==> src/rtl/lfsr_pkg.sv <==
// Shared command op codes and controller state encoding for the LFSR sequencer.
package lfsr_pkg;

  localparam logic [1:0] OP_LOAD    = 2'b00;
  localparam logic [1:0] OP_RUN     = 2'b01;
  localparam logic [1:0] OP_MEASURE = 2'b10;

  typedef enum logic [1:0] {
    IDLE    = 2'b00,
    RUN     = 2'b01,
    MEASURE = 2'b10
  } ctrl_state_e;

endpackage

==> src/rtl/lfsr_core.sv <==
// Fibonacci LFSR register: shifts right with the tap parity entering the MSB.
module lfsr_core #(
  parameter int WIDTH = 8,
  parameter logic [WIDTH-1:0] TAPS = 8'h1D
) (
  input  logic             clk,
  input  logic             reset_n,
  input  logic             step,
  input  logic             load,
  input  logic [WIDTH-1:0] load_value,
  output logic [WIDTH-1:0] q,
  output logic [WIDTH-1:0] q_next
);

  logic [WIDTH-1:0] q_q;
  logic [WIDTH-1:0] q_d;

  assign q_next = {^(q_q & TAPS), q_q[WIDTH-1:1]};

  // load outranks step so the lock-up recovery overrides a pending step
  always_comb begin
    q_d = q_q;
    if (load) begin
      q_d = load_value;
    end else if (step) begin
      q_d = q_next;
    end
  end

  always_ff @(posedge clk) begin
    if (!reset_n) begin
      q_q <= '1;
    end else begin
      q_q <= q_d;
    end
  end

  assign q = q_q;

endmodule

==> src/rtl/lfsr_seq_ctrl.sv <==
// Sequencer for one LFSR: seed load, bounded/free-run bit streaming, period measurement.
// Handshakes: a transfer happens on a rising edge where valid and ready are both high.
module lfsr_seq_ctrl
  import lfsr_pkg::*;
#(
  parameter int WIDTH = 8,
  parameter logic [WIDTH-1:0] TAPS = 8'h1D,
  parameter int CNT_W = 16
) (
  input  logic             clk,
  input  logic             reset_n,
  input  logic             cmd_valid,
  output logic             cmd_ready,
  input  logic [1:0]       cmd_op,
  input  logic [CNT_W-1:0] cmd_data,
  input  logic             abort,
  output logic             bit_valid,
  input  logic             bit_ready,
  output logic             bit_out,
  output logic [WIDTH-1:0] state_q,
  output logic             busy,
  output logic             done,
  output logic             lockup,
  output logic [CNT_W-1:0] period
);

  localparam logic [WIDTH-1:0] ONES    = '1;
  localparam logic [CNT_W-1:0] CNT_ONE = {{(CNT_W-1){1'b0}}, 1'b1};
  localparam logic [CNT_W-1:0] CNT_MAX = '1;

  ctrl_state_e      fsm_q, fsm_d;
  logic [CNT_W-1:0] cnt_q, cnt_d;
  logic [WIDTH-1:0] start_q, start_d;
  logic [CNT_W-1:0] period_q, period_d;
  logic             lockup_q, lockup_d;
  logic             done_q, done_d;

  logic             core_step;
  logic             core_load;
  logic [WIDTH-1:0] core_load_val;
  logic [WIDTH-1:0] q;
  logic [WIDTH-1:0] q_next;
  logic [WIDTH-1:0] seed;
  logic [WIDTH-1:0] meas_next;

  assign seed = cmd_data[WIDTH-1:0];

  lfsr_core #(
    .WIDTH (WIDTH),
    .TAPS  (TAPS)
  ) u_core (
    .clk        (clk),
    .reset_n    (reset_n),
    .step       (core_step),
    .load       (core_load),
    .load_value (core_load_val),
    .q          (q),
    .q_next     (q_next)
  );

  always_comb begin
    fsm_d         = fsm_q;
    cnt_d         = cnt_q;
    start_d       = start_q;
    period_d      = period_q;
    lockup_d      = lockup_q;
    done_d        = 1'b0;
    core_step     = 1'b0;
    core_load     = 1'b0;
    core_load_val = ONES;
    meas_next     = q_next;

    unique case (fsm_q)
      IDLE: begin
        if (cmd_valid) begin
          case (cmd_op)
            OP_LOAD: begin
              core_load     = 1'b1;
              core_load_val = (seed == '0) ? ONES : seed;
              lockup_d      = 1'b0;
            end
            OP_RUN: begin
              cnt_d = cmd_data;
              fsm_d = RUN;
            end
            OP_MEASURE: begin
              start_d = q;
              cnt_d   = '0;
              fsm_d   = MEASURE;
            end
            default: ;
          endcase
        end
      end

      RUN: begin
        // all-zero register is replaced with all ones instead of stepping
        if (q == '0) begin
          core_load = 1'b1;
          lockup_d  = 1'b1;
        end else begin
          core_step = bit_ready;
        end
        if (bit_ready && (cnt_q != '0)) begin
          cnt_d = cnt_q - CNT_ONE;
        end
        if (abort) begin
          fsm_d = IDLE;
        end else if (bit_ready && (cnt_q == CNT_ONE)) begin
          fsm_d  = IDLE;
          done_d = 1'b1;
        end
      end

      MEASURE: begin
        if (abort) begin
          fsm_d = IDLE;
        end else begin
          if (q == '0) begin
            core_load = 1'b1;
            lockup_d  = 1'b1;
            meas_next = ONES;
          end else begin
            core_step = 1'b1;
          end
          cnt_d = cnt_q + CNT_ONE;
          if (meas_next == start_q) begin
            period_d = cnt_q + CNT_ONE;
            done_d   = 1'b1;
            fsm_d    = IDLE;
          end else if ((cnt_q + CNT_ONE) == CNT_MAX) begin
            period_d = CNT_MAX;
            done_d   = 1'b1;
            fsm_d    = IDLE;
          end
        end
      end

      default: fsm_d = IDLE;
    endcase
  end

  always_ff @(posedge clk) begin
    if (!reset_n) begin
      fsm_q    <= IDLE;
      cnt_q    <= '0;
      start_q  <= '1;
      period_q <= '0;
      lockup_q <= 1'b0;
      done_q   <= 1'b0;
    end else begin
      fsm_q    <= fsm_d;
      cnt_q    <= cnt_d;
      start_q  <= start_d;
      period_q <= period_d;
      lockup_q <= lockup_d;
      done_q   <= done_d;
    end
  end

  assign cmd_ready = (fsm_q == IDLE);
  assign busy      = (fsm_q != IDLE);
  assign bit_valid = (fsm_q == RUN);
  assign bit_out   = q[0];
  assign state_q   = q;
  assign done      = done_q;
  assign lockup    = lockup_q;
  assign period    = period_q;

endmodule

==> config.mk <==
export PLATFORM = sky130hd
export DESIGN_NAME = lfsr_seq_ctrl
export DESIGN_NICKNAME = d
export VERILOG_FILES = /design/src/rtl/lfsr_pkg.sv /design/src/rtl/lfsr_core.sv /design/src/rtl/lfsr_seq_ctrl.sv
export SDC_FILE = /design/constraint.sdc
export NUM_CORES = 1
export LEC_CHECK = 0
export CORE_MARGIN = 8
export CORE_UTILIZATION = 45
export CTS_CLUSTER_SIZE = 40
export DETAILED_ROUTE_END_ITERATION = 7
export HOLD_SLACK_MARGIN = 0.02
export PLACE_DENSITY = 0.67
export RECOVER_POWER = 25
export SYNTH_ARGS = -nofsm -noshare
export SYNTH_HDL_FRONTEND = slang
export SYNTH_SLANG_ARGS = --single-unit
export TNS_END_PERCENT = 100
==> constraint.sdc <==
create_clock -name clk -period 3.57 [get_ports clk]
set_clock_uncertainty 0.05 [all_clocks]
set_input_delay 0.8925 -clock clk [delete_from_list [all_inputs] [get_ports clk]]
set_output_delay 0.8925 -clock clk [all_outputs]
set_load 0.05 [all_outputs]
==> reports/metrics.json <==
{
  "run_status": {"value": "completed"},
  "overflow": {"value": 0},
  "portbufs": {"value": 52},
  "timing.final.max_slew_violations": {"value": 0},
  "die_area": {"value": 0.01072, "unit": "sq mm"},
  "placeable_core_region": {"value": 0.007567, "unit": "sq mm"},
  "synth_enable_flop_cells": {"value": 0},
  "clkSlewWorstSetupHoldPaths": {"value": 0.10, "unit": "ns"},
  "worst_skew_pair.late_latency": {"value": 0.31, "unit": "ns"},
  "totalNegativeSetupSlack": {"value": 0, "unit": "ns"},
  "floorplan.die.height": {"value": 103.5, "unit": "um"},
  "routed_wire_length": {"value": 9713, "unit": "um"},
  "placed_standard_cell_area": {"value": 0.004010, "unit": "sq mm"},
  "met3_usage": {"value": 3.346, "unit": "%"},
  "worst_hold_path.endpoint": {"value": "start_q[0]"},
  "grt_setup_unrepaired": {"value": "no"},
  "final_period_util": {"value": 84.52, "unit": "%"},
  "worst_setup_path_start_kind": {"value": "register"},
  "holdBufCountCts": {"value": 0},
  "grt_usage": {"value": 17.68, "unit": "%"},
  "post_drt_via_cell_ratio": {"value": 5.970},
  "timing_worst_slew_pin_value": {"value": 1.250, "unit": "ns"},
  "cts-root-buf": {"value": "sky130_fd_sc_hd__clkbuf_8"},
  "m2_gr_usage": {"value": 28.64, "unit": "%"},
  "pwr_density_cell": {"value": 559.3, "unit": "mW/mm^2"},
  "grt_pass1_wl": {"value": 16240, "unit": "um"},
  "synthArstFlopShare": {"value": 0, "unit": "%"},
  "switching_share": {"value": 46.25, "unit": "%"},
  "antenna_cells": {"value": 0},
  "synth_cells": {"value": 425},
  "dominantRegCellSynth": {"value": "sky130_fd_sc_hd__dfxtp_1"},
  "detail_route.drc_violations": {"value": 0},
  "via_count": {"value": 3343},
  "cap_violations": {"value": 0},
  "vdd_drop_max": {"value": 0.2235, "unit": "mV"},
  "final_critical_path_setup_slack": {"value": 0.5527, "unit": "ns"},
  "detailedRoute.firstPassIterationCount": {"value": 5},
  "timing.critical_path.required": {"value": 2.63, "unit": "ns"},
  "power_switching": {"value": 0.001061, "unit": "W"},
  "critPathKind": {"value": "register to primary output"},
  "drive_above_1_share": {"value": 7.205, "unit": "%"},
  "postLayoutCellArea": {"value": 0.004103, "unit": "sq mm"},
  "tritoncts_sink_count": {"value": 52},
  "p_int": {"value": 0.001233, "unit": "W"},
  "design.final.nets": {"value": 490},
  "max_freq": {"value": 0.3314, "unit": "GHz"},
  "detailedPlacementHpwl": {"value": 7222, "unit": "um"},
  "finalHoldViolCount": {"value": 0},
  "synth_seq_cells": {"value": 52},
  "cts_buffers": {"value": 5},
  "post_cts_resize_count": {"value": 0},
  "global_route.peak_usage_layer": {"value": "met2"},
  "dr.first_iter.drc_count": {"value": 184},
  "buffer_and_inverter_count_on_the_worst_path": {"value": 3},
  "count_of_buffers_added_by_post_cts_timing_repair_for_setup": {"value": 0},
  "syn-mean-instance-area": {"value": 8.111, "unit": "sq um"},
  "route.antenna.remaining_nets": {"value": 0},
  "htree_levels": {"value": 2},
  "cp-end-kind": {"value": "primary output"},
  "hold_path_depth": {"value": 2},
  "grt_use_met1": {"value": 22.97, "unit": "%"},
  "path_common_cell": {"value": "sky130_fd_sc_hd__inv_1"},
  "crit-reg2reg-launch": {"value": "u_core.q[2]"},
  "register_to_register_path_depth": {"value": 9},
  "io_pins": {"value": 53},
  "grt_pass1_vias": {"value": 3267},
  "maximum_number_of_pins_on_one_net_before_global_route_repair": {"value": 43},
  "synth.lib_cells_used.distinct": {"value": 60},
  "holdCritStartpoint": {"value": "start_q[0]"},
  "cts_max_path_buffers": {"value": 2},
  "crit_family": {"value": "buffers and inverters"},
  "critical_path_peak_fanout": {"value": 7},
  "combinationalPowerShare": {"value": 47.5, "unit": "%"},
  "grt_antenna_before_repair": {"value": 0},
  "initial_utilization": {"value": 45.55, "unit": "%"},
  "routabilityCongestion": {"value": 0.9102},
  "area_delta_synth_final": {"value": 19.02, "unit": "%"},
  "num_rows": {"value": 32},
  "synth_sequential_area_ratio": {"value": 30.20, "unit": "%"},
  "finalWorstPathRequiredPeriod": {"value": 3.017, "unit": "ns"},
  "synth.net_count": {"value": 458},
  "setup_slack_of_the_worst_register_to_register_path": {"value": 0.59, "unit": "ns"},
  "max_transition_margin": {"value": 16.34, "unit": "%"},
  "die_w": {"value": 103.5, "unit": "um"},
  "leakage": {"value": 1.585, "unit": "nW"},
  "synth_area": {"value": 0.003447, "unit": "sq mm"},
  "worst_path_largest_cell_delay": {"value": 0.82, "unit": "ns"},
  "cts_tree": {"value": "built"},
  "critPathSlowestCell": {"value": "sky130_fd_sc_hd__clkdlybuf4s50_1"},
  "dp_worst_setup_slack": {"value": 0.3853, "unit": "ns"},
  "p_seq_share": {"value": 36.9, "unit": "%"},
  "crit_chain": {"value": "inv_1 > ha_1 > inv_1 > clkdlybuf4s50_1"},
  "detail_route.wl_per_cell": {"value": 17.34, "unit": "um"},
  "setup_viol": {"value": 0},
  "type_of_the_worst_min_delay_path": {"value": "register to register"},
  "report.power.total": {"value": 0.002295, "unit": "W"},
  "arrival": {"value": 2.07, "unit": "ns"},
  "reg2reg_to": {"value": "period[14]"},
  "power.clock.fraction": {"value": 15.5, "unit": "%"},
  "yosys_warnings": {"value": 0}
}
==> power by group through the flow <==
stage / logic, W / clock network, W / registers (W)
finish: 0.00109 / 0.000356 / 0.000848
global route: 0.00120 / 0.000388 / 0.000866
CTS: 0.00109 / 0.000364 / 0.000843
detailed placement: 0.00108 / 0 / 0.000857
global placement: 0.00107 / 0 / 0.000857
floorplan: 0.000841 / 0 / 0.000798
==> layout make-up <==
| cell class | instances | area [sq um] |
|---|---|---|
| flip-flops and latches | 52 | 1041 |
| clock buffers | 6 | 82.58 |
| repair buffers | 61 | 588.1 |
| multi-input cells | 320 | 2190 |
| well taps | 102 | 127.6 |
| inverters | 17 | 63.81 |
| fillers | 708 | 3465 |
| clock inverters | 2 | 10.01 |
==> Yosys cell counts, drive strengths merged (11+ instances only) <==
master / number / area (sq um)
inv: 17 / 63.81
a22oi: 14 / 105.1
xor2: 13 / 121.4
o221a: 16 / 180.2
nor4: 13 / 111.4
buf: 13 / 72.57
clkbuf: 23 / 86.33
o211ai: 11 / 82.58
xnor2: 11 / 103.9
a211oi: 13 / 97.59
dfxtp: 52 / 1041
o21ai: 19 / 95.09
a21oi: 18 / 93.84
nand3: 21 / 122.6
nor2: 31 / 116.4
nand2: 49 / 183.9
==> stage by stage <==
stage / cells / utilization (%) / hold WS, ns
after floorplan: 425 / - / 0.4112
after global placement: 552 / 52.99 / 0.4240
after detailed placement: 552 / 52.99 / 0.4334
after CTS: 560 / 54.22 / 0.4484
after global routing: 560 / 54.22 / 0.4790
final: 560 / 54.22 / 0.4429
==> registers in the layout, summed over array words and instances (netlist names) <==
| register | flops |
|---|---|
| u_core.q | 8 |
| start_q | 8 |
| fsm_q | 2 |
| period | 16 |
| cnt_q | 16 |
| lockup | 1 |
| done | 1 |
==> cells in the final DEF (no fill, tap or decap), types with 3 or more instances in the layout <==
| cell | count |
|---|---|
| sky130_fd_sc_hd__dfxtp_1 | 52 |
| sky130_fd_sc_hd__nand2_1 | 49 |
| sky130_fd_sc_hd__clkdlybuf4s50_1 | 39 |
| sky130_fd_sc_hd__nor2_1 | 31 |
| sky130_fd_sc_hd__nand3_1 | 19 |
| sky130_fd_sc_hd__inv_1 | 17 |
| sky130_fd_sc_hd__a21oi_1 | 17 |
| sky130_fd_sc_hd__o221a_1 | 16 |
| sky130_fd_sc_hd__a22oi_1 | 14 |
| sky130_fd_sc_hd__a211oi_1 | 13 |
| sky130_fd_sc_hd__dlygate4sd3_1 | 13 |
| sky130_fd_sc_hd__xor2_1 | 12 |
| sky130_fd_sc_hd__nor4_1 | 11 |
| sky130_fd_sc_hd__o211ai_1 | 11 |
| sky130_fd_sc_hd__o21ai_1 | 10 |
| sky130_fd_sc_hd__xnor2_1 | 10 |
| sky130_fd_sc_hd__ha_1 | 10 |
| sky130_fd_sc_hd__o21ai_0 | 9 |
| sky130_fd_sc_hd__nor2b_1 | 9 |
| sky130_fd_sc_hd__buf_4 | 9 |
| sky130_fd_sc_hd__o22ai_1 | 8 |
| sky130_fd_sc_hd__nor3_1 | 6 |
| sky130_fd_sc_hd__clkbuf_8 | 6 |
| sky130_fd_sc_hd__or4_1 | 4 |
| sky130_fd_sc_hd__a32oi_1 | 4 |
| sky130_fd_sc_hd__nand3b_1 | 4 |
| sky130_fd_sc_hd__nand4_1 | 4 |
| sky130_fd_sc_hd__a221o_1 | 3 |
| sky130_fd_sc_hd__o221ai_1 | 3 |
| sky130_fd_sc_hd__and3_1 | 3 |
| sky130_fd_sc_hd__mux2i_1 | 3 |
| sky130_fd_sc_hd__a22o_1 | 3 |
==> cells by family (layout without fill, tap and decap cells) <==
kind of cell             count (synthesis)  in the layout  synth area share [%]
flip-flops                              52             52                 30.20
buffers and inverters                   53             86                 6.461
adder cells (fa/ha/maj)                 10             10                 3.630
multiplexers                             3              3                0.8712
XOR/XNOR                                24             24                 6.534
AND/OR/NAND/NOR                        154            154                 23.81
AO/OA/AOI/OAI                          129            129                 28.49
==> routing by layer <==
layer | vias up | part of all wire [%]
li1 | 1646 | -
met1 | 1587 | 49
met2 | 99 | 45
met3 | 11 | 4.9
met4 | 0 | 1.8
met5 | - | 0
==> tightest hold or removal path, stage by stage (launching register included) <==
cell and delay (ns):
sky130_fd_sc_hd__dfxtp_1 0.33, sky130_fd_sc_hd__nand2_1 0.06, sky130_fd_sc_hd__nand3_1 0.06
==> worst max-delay path by stage <==
stage	from	endpoint	slack [ns]	cells past startpoint
3_3_place_gp	abort	u_core.q[5]	0.43	6
4_1_cts	fsm_q[0]	busy	0.54	4
3_5_place_dp	abort	u_core.q[4]	0.39	6
6_report	fsm_q[0]	busy	0.55	4
5_1_grt	cnt_q[0]	period[12]	0.33	8
2_1_floorplan	u_core.q[2]	period[12]	0.86	9
No activity file was read; power rests on OpenSTA's default activity.
